==> config.mk <==
export PLATFORM = sky130hd
export DESIGN_NAME = addsub_pipe
export DESIGN_NICKNAME = d
export VERILOG_FILES = /design/src/rtl/addsub_pipe.sv
export SDC_FILE = /design/constraint.sdc
export NUM_CORES = 1
export LEC_CHECK = 0
export BUFFER_PORTS_ARGS = -buffer_cell sky130_fd_sc_hd__buf_4
export CAP_MARGIN = 20
export CORE_ASPECT_RATIO = 1.4
export CORE_MARGIN = 4
export CORE_UTILIZATION = 61
export CTS_CLUSTER_SIZE = 8
export DETAILED_ROUTE_END_ITERATION = 10
export GPL_TIMING_DRIVEN = 0
export PLACE_DENSITY = 0.88
export SLEW_MARGIN = 5
export SYNTH_ARGS = -nofsm -noshare
export SYNTH_HDL_FRONTEND = slang
export SYNTH_SLANG_ARGS = --single-unit
==> constraint.sdc <==
create_clock -name clk -period 5.7 [get_ports clk]
set_input_delay 0.285 -clock clk [delete_from_list [all_inputs] [get_ports clk]]
set_output_delay 0.285 -clock clk [all_outputs]
set_load 0.1 [all_outputs]
==> src/rtl/addsub_pipe.sv <==
// Pipelined WIDTH-bit adder/subtractor: the carry chain is cut into STAGES slices,
// one slice resolved per clock, with a single global stall driven by out_ready.

// One pipeline stage: resolves slice K from the incoming carry and forwards everything else.
module addsub_stage #(
   parameter int WIDTH = 16,
   parameter int W     = 4,
   parameter int K     = 0
) (
   input  logic             clk,
   input  logic             rst,
   input  logic             adv,
   input  logic [WIDTH-1:0] a,
   input  logic [WIDTH-1:0] b,
   input  logic [WIDTH-1:0] s,
   input  logic             ci,
   output logic [WIDTH-1:0] a_q,
   output logic [WIDTH-1:0] b_q,
   output logic [WIDTH-1:0] s_q,
   output logic             c_q,
   output logic             ov_q
);

   logic [W:0]       t;
   logic [WIDTH-1:0] s_nxt;
   logic             ov_nxt;

   always_comb begin
      t             = {1'b0, a[K*W +: W]} + {1'b0, b[K*W +: W]} + {{W{1'b0}}, ci};
      s_nxt         = s;
      s_nxt[K*W +: W] = t[W-1:0];
      // carry into the msb is a^b^sum at that bit; only meaningful in the top slice
      ov_nxt        = a[WIDTH-1] ^ b[WIDTH-1] ^ s_nxt[WIDTH-1] ^ t[W];
   end

   always_ff @(posedge clk or posedge rst) begin
      if (rst) begin
         a_q  <= '0;
         b_q  <= '0;
         s_q  <= '0;
         c_q  <= 1'b0;
         ov_q <= 1'b0;
      end else if (adv) begin
         a_q  <= a;
         b_q  <= b;
         s_q  <= s_nxt;
         c_q  <= t[W];
         ov_q <= ov_nxt;
      end
   end

endmodule

module addsub_pipe #(
   parameter int WIDTH  = 16,
   parameter int STAGES = 4
) (
   input  logic             clk,
   input  logic             rst,
   input  logic             in_valid,
   output logic             in_ready,
   input  logic [WIDTH-1:0] a,
   input  logic [WIDTH-1:0] b,
   input  logic             cin,
   input  logic             sub,
   output logic             out_valid,
   input  logic             out_ready,
   output logic [WIDTH-1:0] sum,
   output logic             cout,
   output logic             ovf
);

   localparam int W = WIDTH / STAGES;

   logic                          adv;
   logic [STAGES-1:0]             vld_q;
   logic [STAGES:0]               vld_pipe;
   logic [WIDTH-1:0]              b_eff;
   logic                          c_eff;
   logic [STAGES-1:0][WIDTH-1:0]  a_q, b_q, s_q;
   logic [STAGES-1:0]             c_q, ov_q;
   logic                          unused_ok;

   // subtract folds into add: a + ~b + !cin
   assign b_eff = sub ? ~b : b;
   assign c_eff = sub ? ~cin : cin;

   assign vld_pipe  = {vld_q, in_valid};
   assign out_valid = vld_pipe[STAGES];
   assign adv       = !out_valid || out_ready;
   assign in_ready  = adv;

   // bubbles shift like data; only the valid bit distinguishes them
   always_ff @(posedge clk or posedge rst) begin
      if (rst)      vld_q <= '0;
      else if (adv) vld_q <= vld_pipe[STAGES-1:0];
   end

   for (genvar k = 0; k < STAGES; k++) begin : g_stage
      logic [WIDTH-1:0] ga, gb, gs;
      logic             gc;
      if (k == 0) begin : g_first
         assign ga = a;
         assign gb = b_eff;
         assign gs = '0;
         assign gc = c_eff;
      end else begin : g_next
         assign ga = a_q[k-1];
         assign gb = b_q[k-1];
         assign gs = s_q[k-1];
         assign gc = c_q[k-1];
      end

      addsub_stage #(.WIDTH(WIDTH), .W(W), .K(k)) u_stage (
         .clk  (clk),
         .rst  (rst),
         .adv  (adv),
         .a    (ga),
         .b    (gb),
         .s    (gs),
         .ci   (gc),
         .a_q  (a_q[k]),
         .b_q  (b_q[k]),
         .s_q  (s_q[k]),
         .c_q  (c_q[k]),
         .ov_q (ov_q[k])
      );
   end

   assign sum  = s_q[STAGES-1];
   assign cout = c_q[STAGES-1];
   assign ovf  = ov_q[STAGES-1];

   // last-stage operands and inner-stage overflow bits have no consumer
   assign unused_ok = ^{a_q[STAGES-1], b_q[STAGES-1], ov_q};

endmodule

==> impl_metrics.tcl, run 1 <==
set metrics [dict create \
    diodes 0 \
    hold_class "in -> reg" \
    drt_pass1_iterations 5 \
    fp.coreArea_mm2 0.00694 \
    p_per_area_mw_per_mm2 616 \
    syn_to_final_growth_pct 17.9 \
    grt_pass1_wl_mm 15.2 \
    syn_inst 457 \
    min_period_ns 2.07 \
    vias_per_cell 5.14 \
    clock_skew_ns 0.00982 \
    gr-total-overflow 0 \
    grt.total_usage_pct 23.6 \
    reg2reg_depth 7 \
    maxCapViolCount 0 \
    wl_per_cell_um 14.1 \
    grt_max_degree 59 \
    synth_edf_count 0 \
    crit_end "in_ready" \
    rsz0062_at_grt "false" \
    slew_headroom_pct 63.6 \
    place_congestion 0.823 \
    h-tree-depth 3 \
    io_pins 58 \
    reg2reg_from "g_stage[2].u_stage.b_q[12]" \
    max_freq_mhz 483 \
    dp_hpwl_mm 6.57 \
    hold_violations 0 \
    clock-root-buffer "clkbuf_8" \
    grt_pass1_vias 3361 \
    startpoint "vld_q[3]" \
    die-area_mm2 0.00848 \
    async_flop_share_pct 100 \
    cts_buffers 9 \
    vdd_drop_max_mv 0.285 \
    arrival_ns 1.78 \
    endpoint_kind "output pin" \
    cp_max_fo 10 \
    initial_core_util_pct 62.0 \
    route.detailed.drc 0 \
    setup_viol 0 \
    wirelength_mm 8.81 \
    drive_gt1_share_pct 17.7 \
    yosysTopAreaCellShare_pct 56.4 \
    status "finished clean" \
    seq_area_frac_synth_pct 56.4 \
    cts_tree "yes" \
    ant_nets 0 \
    vias 3218 \
    leakagePower_uw 0.00266 \
    r2r-end "g_stage[3].u_stage.ov_q" \
    antenna_found_initial 0 \
    worstPathRequired_ns 5.41 \
    drtIter0Drc 228 \
    dieWidth_um 79.0 \
    synth_nets 515 \
    clkTransAtPathRegs_ns 0.09 \
    clk_latency_ns 0.37 \
    ys_ff_latch 97 \
    yosysMostFrequentCell "nand2_1" \
    fp-row-count 36 \
    dieHeight_um 107 \
    cts_setup_buffers 0 \
    reg2reg_slack_ns 3.81 \
    ys_warn_count 0 \
    clockBufferDepth 2 \
    hold_slack_ns 0.108 \
    nets 584 \
    layout_worst_path_cycle_share_pct 36.3 \
    fillers 522 \
    yosys-top-cells-count "215 x nand2_1, 97 x dfrtp_1, 23 x o21ai_0" \
    syn_avg_cell_area_um2 9.42 \
    report.final.slew_viol_count 0 \
    port_buffers 56 \
    synthDistinctLibCells 21 \
    critPathKind "reg -> out" \
    synth.cell_area_mm2 0.00430 \
    ys.flop_type "dfrtp_1" \
    synthTopCellsByArea "dfrtp_1 56%, nand2_1 19%, fa_1 3.7%" \
    tns_ns 0 \
    cts_sinks 97 \
    worstMarginPinSlew_ns 0.546 \
    startpoint_type "flop" \
    synth_top_area_cell "dfrtp_1" \
]
-- registers in the layout (all words and copies together), names as in the netlist --
signal and count:
vld_q 4, g_stage.u_stage.b_q 24, g_stage.u_stage.c_q 4, g_stage.u_stage.s_q 40, g_stage.u_stage.ov_q 1, g_stage.u_stage.a_q 24
-- routing by layer --
metal,up-vias,track usage (%),part of all wire (%)
li1,1546,-,-
met1,1557,27.6,37
met2,96,40.7,54
met3,19,4.10,5.5
met4,0,13.3,3.1
met5,-,0,0
-- layout by cell type, fill, tap and decap left out, types with 2 or more instances in the layout --
cell type / count
o21ai_0: 23
a21o_1: 5
buf_2: 5
clkinvlp_4: 2
fa_1: 8
ha_1: 12
nand2b_1: 2
xor2_1: 12
buf_6: 2
nor2_1: 16
clkbuf_8: 12
nand2_1: 215
dfrtp_1: 97
nor2b_1: 3
xnor2_1: 13
clkbuf_1: 7
inv_1: 10
buf_4: 66
a21oi_1: 13
-- where the power goes --
part / internal [uW] / switching (uW)
logic: 472 / 1050
registers: 996 / 178
clock network: 195 / 232
total: 1660 / 1460
-- critical path, stage by stage, from the launching register on --
cell,delay [ns]
dfrtp_1,0.39
nor2b_1,0.15
buf_4,0.17
inv_2,0.09
buf_6,0.16
buf_6,0.16
buf_4,0.30
-- repair_timing --
action,CTS,global route
resized for setup,0,0
hold buffers,1,0
setup endpoints to repair,0,0
endpoints found under the hold margin,39,0
-- through the flow --
stage               worst slack (ns)  instances  power (uW)  instance area [um^2]  util [%]
finish                          3.63        626        3120                  5070      73.2
global route                    3.55        626        3340                  5070      73.2
global placement                1.96        608        2630                  4840      69.8
detailed placement              3.67        609        2710                  4870      70.2
floorplan                       2.88        457        2330                  4300         -
CTS                             3.61        626        3140                  5070      73.2
-- how the worst min path moves through the flow --
| stage | start | end | slack, ns | depth (start not counted) |
|---|---|---|---|---|
| floorplan | a[10] | g_stage[0].u_stage.a_q[10] | 0.40 | 2 |
| global placement | vld_q[2] | vld_q[2] | 0.44 | 2 |
| detailed placement | rst | g_stage[2].u_stage.s_q[4] | 0.36 | 2 |
| CTS | a[10] | g_stage[0].u_stage.a_q[10] | 0.09 | 3 |
| global route | a[12] | g_stage[0].u_stage.a_q[12] | 0.10 | 3 |
| finish | a[12] | g_stage[0].u_stage.a_q[12] | 0.11 | 3 |
-- cell type report --
| class | instances | area, um^2 | area share, % |
|---|---|---|---|
| Multi-Input combinational cell | 325 | 1690 | 33.2 |
| Tap cell | 95 | 119 | 2.34 |
| Timing Repair Buffer | 58 | 458 | 9.02 |
| Buffer | 23 | 145 | 2.86 |
| Inverter | 12 | 47.5 | 0.937 |
| Clock buffer | 13 | 169 | 3.33 |
| Clock inverter | 3 | 23.8 | 0.468 |
| Sequential cell | 97 | 2430 | 47.8 |
-- cells by family after synthesis --
| family | after synthesis | synth area share (%) |
|---|---|---|
| buf+inv | 35 | 4.42 |
| mux | 1 | 0.349 |
| xor+xnor | 25 | 5.09 |
| flops | 97 | 56.4 |
| fa+ha+maj | 20 | 7.21 |
| compound gates | 43 | 5.64 |
| simple gates | 236 | 20.9 |
(Power assumes the default switching activity.)
==> inputs of run 2 (changes only) <==
--- a/config.mk
+++ b/config.mk
@@ -5,15 +5,16 @@
 export SDC_FILE = /design/constraint.sdc
 export NUM_CORES = 1
 export LEC_CHECK = 0
+export ABC_AREA = 1
 export BUFFER_PORTS_ARGS = -buffer_cell sky130_fd_sc_hd__buf_4
 export CAP_MARGIN = 20
 export CORE_ASPECT_RATIO = 1.4
 export CORE_MARGIN = 4
-export CORE_UTILIZATION = 61
+export CORE_UTILIZATION = 57
 export CTS_CLUSTER_SIZE = 8
 export DETAILED_ROUTE_END_ITERATION = 10
 export GPL_TIMING_DRIVEN = 0
-export PLACE_DENSITY = 0.88
+export PLACE_DENSITY = 0.83
 export SLEW_MARGIN = 5
 export SYNTH_ARGS = -nofsm -noshare
 export SYNTH_HDL_FRONTEND = slang
==> constraint.sdc (replaced) <==
create_clock -name clk -period 2.1 [get_ports clk]
set_input_delay 0.105 -clock clk [delete_from_list [all_inputs] [get_ports clk]]
set_output_delay 0.105 -clock clk [all_outputs]
set_load 0.1 [all_outputs]
==> impl_metrics.tcl, run 2 <==
set metrics [dict create \
    layout_worst_path_cycle_share_pct 84.1 \
    grt_pass1_vias 3466 \
    cp_max_fo 2 \
    fp-row-count 37 \
    synth_top_family_by_area "simple AND/OR/NAND/NOR gates" \
    ys_warn_count 0 \
    status "finished clean" \
    yosysMostFrequentCell "nand2_1" \
    rsz0062_at_grt "false" \
    ctsResizeCount 0 \
    route.detailed.drc 0 \
    drive_gt1_share_pct 18.0 \
    clkPwrFrac_pct 15.0 \
    path_delay_family "adder cells" \
    path_buf_inv 1 \
    wl_per_cell_um 14.0 \
    syn_inst 484 \
    final_util_pct 71.8 \
    dp_hpwl_mm 6.59 \
    dieHeight_um 113 \
    antenna_found_initial 0 \
    worst_path_most_repeated_cell "fa_1" \
    clock_skew_ns 0.0114 \
    critPathKind "reg -> reg" \
    drtIter0Drc 243 \
    seq_power_share_pct 36.5 \
    async_flop_share_pct 100 \
    slew_headroom_pct 66.4 \
    grt_max_degree 42 \
    yosysTopAreaCellShare_pct 54.5 \
    reg2reg_depth 6 \
    maxCapViolCount 0 \
    wirelength_mm 9.34 \
    synth_xor_area_share_pct 3.34 \
    nets 625 \
    clock-root-buffer "clkbuf_8" \
    initial_core_util_pct 59.4 \
    cts_buffers 9 \
    seq_area_frac_synth_pct 54.5 \
    crit_chain "fa_1 > fa_1 > nand2_1 > inv_1 > o21ai_0 > a21oi_1" \
    port_buffers 56 \
    final_common_cell "nand2_1" \
    setup_viol 0 \
    muxShareOfSynthArea_pct 0 \
    vias 3392 \
    synth_edf_count 0 \
    top_register "g_stage.u_stage.s_q" \
    cts_tree "yes" \
    reg2reg_slack_ns 0.33 \
    ys_ff_latch 97 \
    leakagePower_uw 0.00281 \
    power.switching_uw 3990 \
    grt_pass1_wl_mm 15.9 \
    vias_per_cell 5.08 \
    report.final.slew_viol_count 0 \
    startpoint_type "flop" \
    crit_slowest_cell "fa_1" \
    worstMarginPinSlew_ns 0.504 \
    synthAdderAreaFrac_pct 6.97 \
    cts_sinks 97 \
    tns_ns 0 \
    fin_cells 668 \
    cts_hold_buf 14 \
    synthTopCellsByArea "dfrtp_1 55%, nand2_1 18%, o21ai_0 4.7%" \
    p_int_uw 4660 \
    dp.cells 639 \
    h-tree-depth 3 \
    synth_nets 542 \
    io_pins 58 \
    hold_class "in -> reg" \
    diodes 0 \
    yosys-top-cells-count "208 x nand2_1, 97 x dfrtp_1, 42 x o21ai_0" \
    slowest_delay_ns 0.47 \
    biggestRegsByFlops "g_stage.u_stage.s_q x40, g_stage.u_stage.a_q x24, g_stage.u_stage.b_q x24" \
    grt.total_usage_pct 22.5 \
    hp-start "b[11]" \
    syn_to_final_growth_pct 21.0 \
    synthDistinctLibCells 22 \
    ant_nets 0 \
    synth-compound-area-share_pct 6.75 \
    largest_reg_flops 40 \
    r2r-end "g_stage[2].u_stage.c_q" \
    clk_latency_ns 0.37 \
    p_sw_share_pct 46.2 \
    clkTransAtPathRegs_ns 0.09 \
    fp.coreArea_mm2 0.00750 \
    endpoint_kind "flop" \
    place_congestion 0.817 \
    ys.flop_type "dfrtp_1" \
    max_freq_mhz 566 \
    hold_violations 0 \
    worstPathRequired_ns 2.36 \
    clockBufferDepth 2 \
    reg2reg_from "g_stage[1].u_stage.a_q[8]" \
    worstHoldPathCells 3 \
    die-area_mm2 0.00931 \
    synth_top_area_cell "dfrtp_1" \
    synth_simple_gate_area_share_pct 20.9 \
    drt_pass1_iterations 4 \
    vdd_drop_max_mv 0.924 \
    power_frac_comb_pct 48.5 \
    final_cell_mix "208 x nand2_1, 97 x dfrtp_1, 64 x buf_4" \
    arrival_ns 2.02 \
    cts_setup_buffers 0 \
    hold_end "g_stage[0].u_stage.b_q[11]" \
    syn_avg_cell_area_um2 9.20 \
    synth.cell_area_mm2 0.00445 \
    gr-total-overflow 0 \
    dieWidth_um 82.7 \
    p_per_area_mw_per_mm2 1610 \
    min_period_ns 1.77 \
]
## run 2: worst max path at each step
| stage | from | end | depth (start not counted) | slack, ns |
|---|---|---|---|---|
| 6_report | g_stage[1].u_stage.a_q[8] | g_stage[2].u_stage.c_q | 6 | 0.33 |
| 5_1_grt | g_stage[2].u_stage.a_q[12] | g_stage[3].u_stage.ov_q | 10 | 0.21 |
| 4_1_cts | g_stage[1].u_stage.a_q[8] | g_stage[2].u_stage.c_q | 6 | 0.33 |
| 3_5_place_dp | g_stage[1].u_stage.a_q[8] | g_stage[2].u_stage.c_q | 6 | 0.35 |
| 3_3_place_gp | rst | vld_q[0] | 2 | 0.28 |
| 2_1_floorplan | vld_q[3] | g_stage[1].u_stage.s_q[1] | 7 | 0.27 |
## run 2: layout make-up
class                   instances  area (um^2)
multi-input cells             330         1690
clock inverters                 3         65.1
inverters                      34          131
flip-flops and latches         97         2430
well taps                      97          121
clock buffers                  12          145
repair buffers                 72          601
fillers                       572         2110
plain buffers                  23          205
## run 2: through the flow
| step | hold WS (ns) | total power [uW] | cell area (um^2) | worst slack, ns |
|---|---|---|---|---|
| detailed placement | 0.168 | 7330 | 5040 | 0.345 |
| global route | 0.0203 | 9270 | 5390 | 0.208 |
| floorplan | 0.215 | 6330 | 4460 | 0.267 |
| global placement | 0.305 | 7160 | 5000 | 0.275 |
| CTS | 0.00282 | 8670 | 5390 | 0.327 |
| finish | 0.0112 | 8650 | 5390 | 0.334 |
## run 2: routing by layer
metal,vias up,GRT usage (%),wire [um]
li1,1666,-,-
met1,1632,28.8,3890
met2,81,37.4,4790
met3,13,4.17,476
met4,0,8.51,188
met5,-,0,0
## run 2: power groups by stage
stage	clock (uW)	combinational (uW)	sequential (uW)
floorplan	0	1990	4340
global placement	0	4010	3140
detailed placement	0	4150	3180
CTS	1310	4210	3150
global route	1390	4630	3260
finish	1290	4200	3160
## run 2: logic make-up after synthesis
logic type	count (synthesis)
AOI/OAI and AO/OA	55
xor gates and xnor gates	17
adders and majority gates	20
buffers and inverters	57
DFF	97
and+or+nand+nor	238
## run 2: worst reg2reg max path, delay by kind of cell (launching register included)
| family | cells | cell delay, ns |
|---|---|---|
| adders and majority gates | 2 | 0.87 |
| DFF | 1 | 0.43 |
| AOI/OAI and AO/OA | 2 | 0.23 |
| and+or+nand+nor | 1 | 0.08 |
| buffers and inverters | 1 | 0.05 |
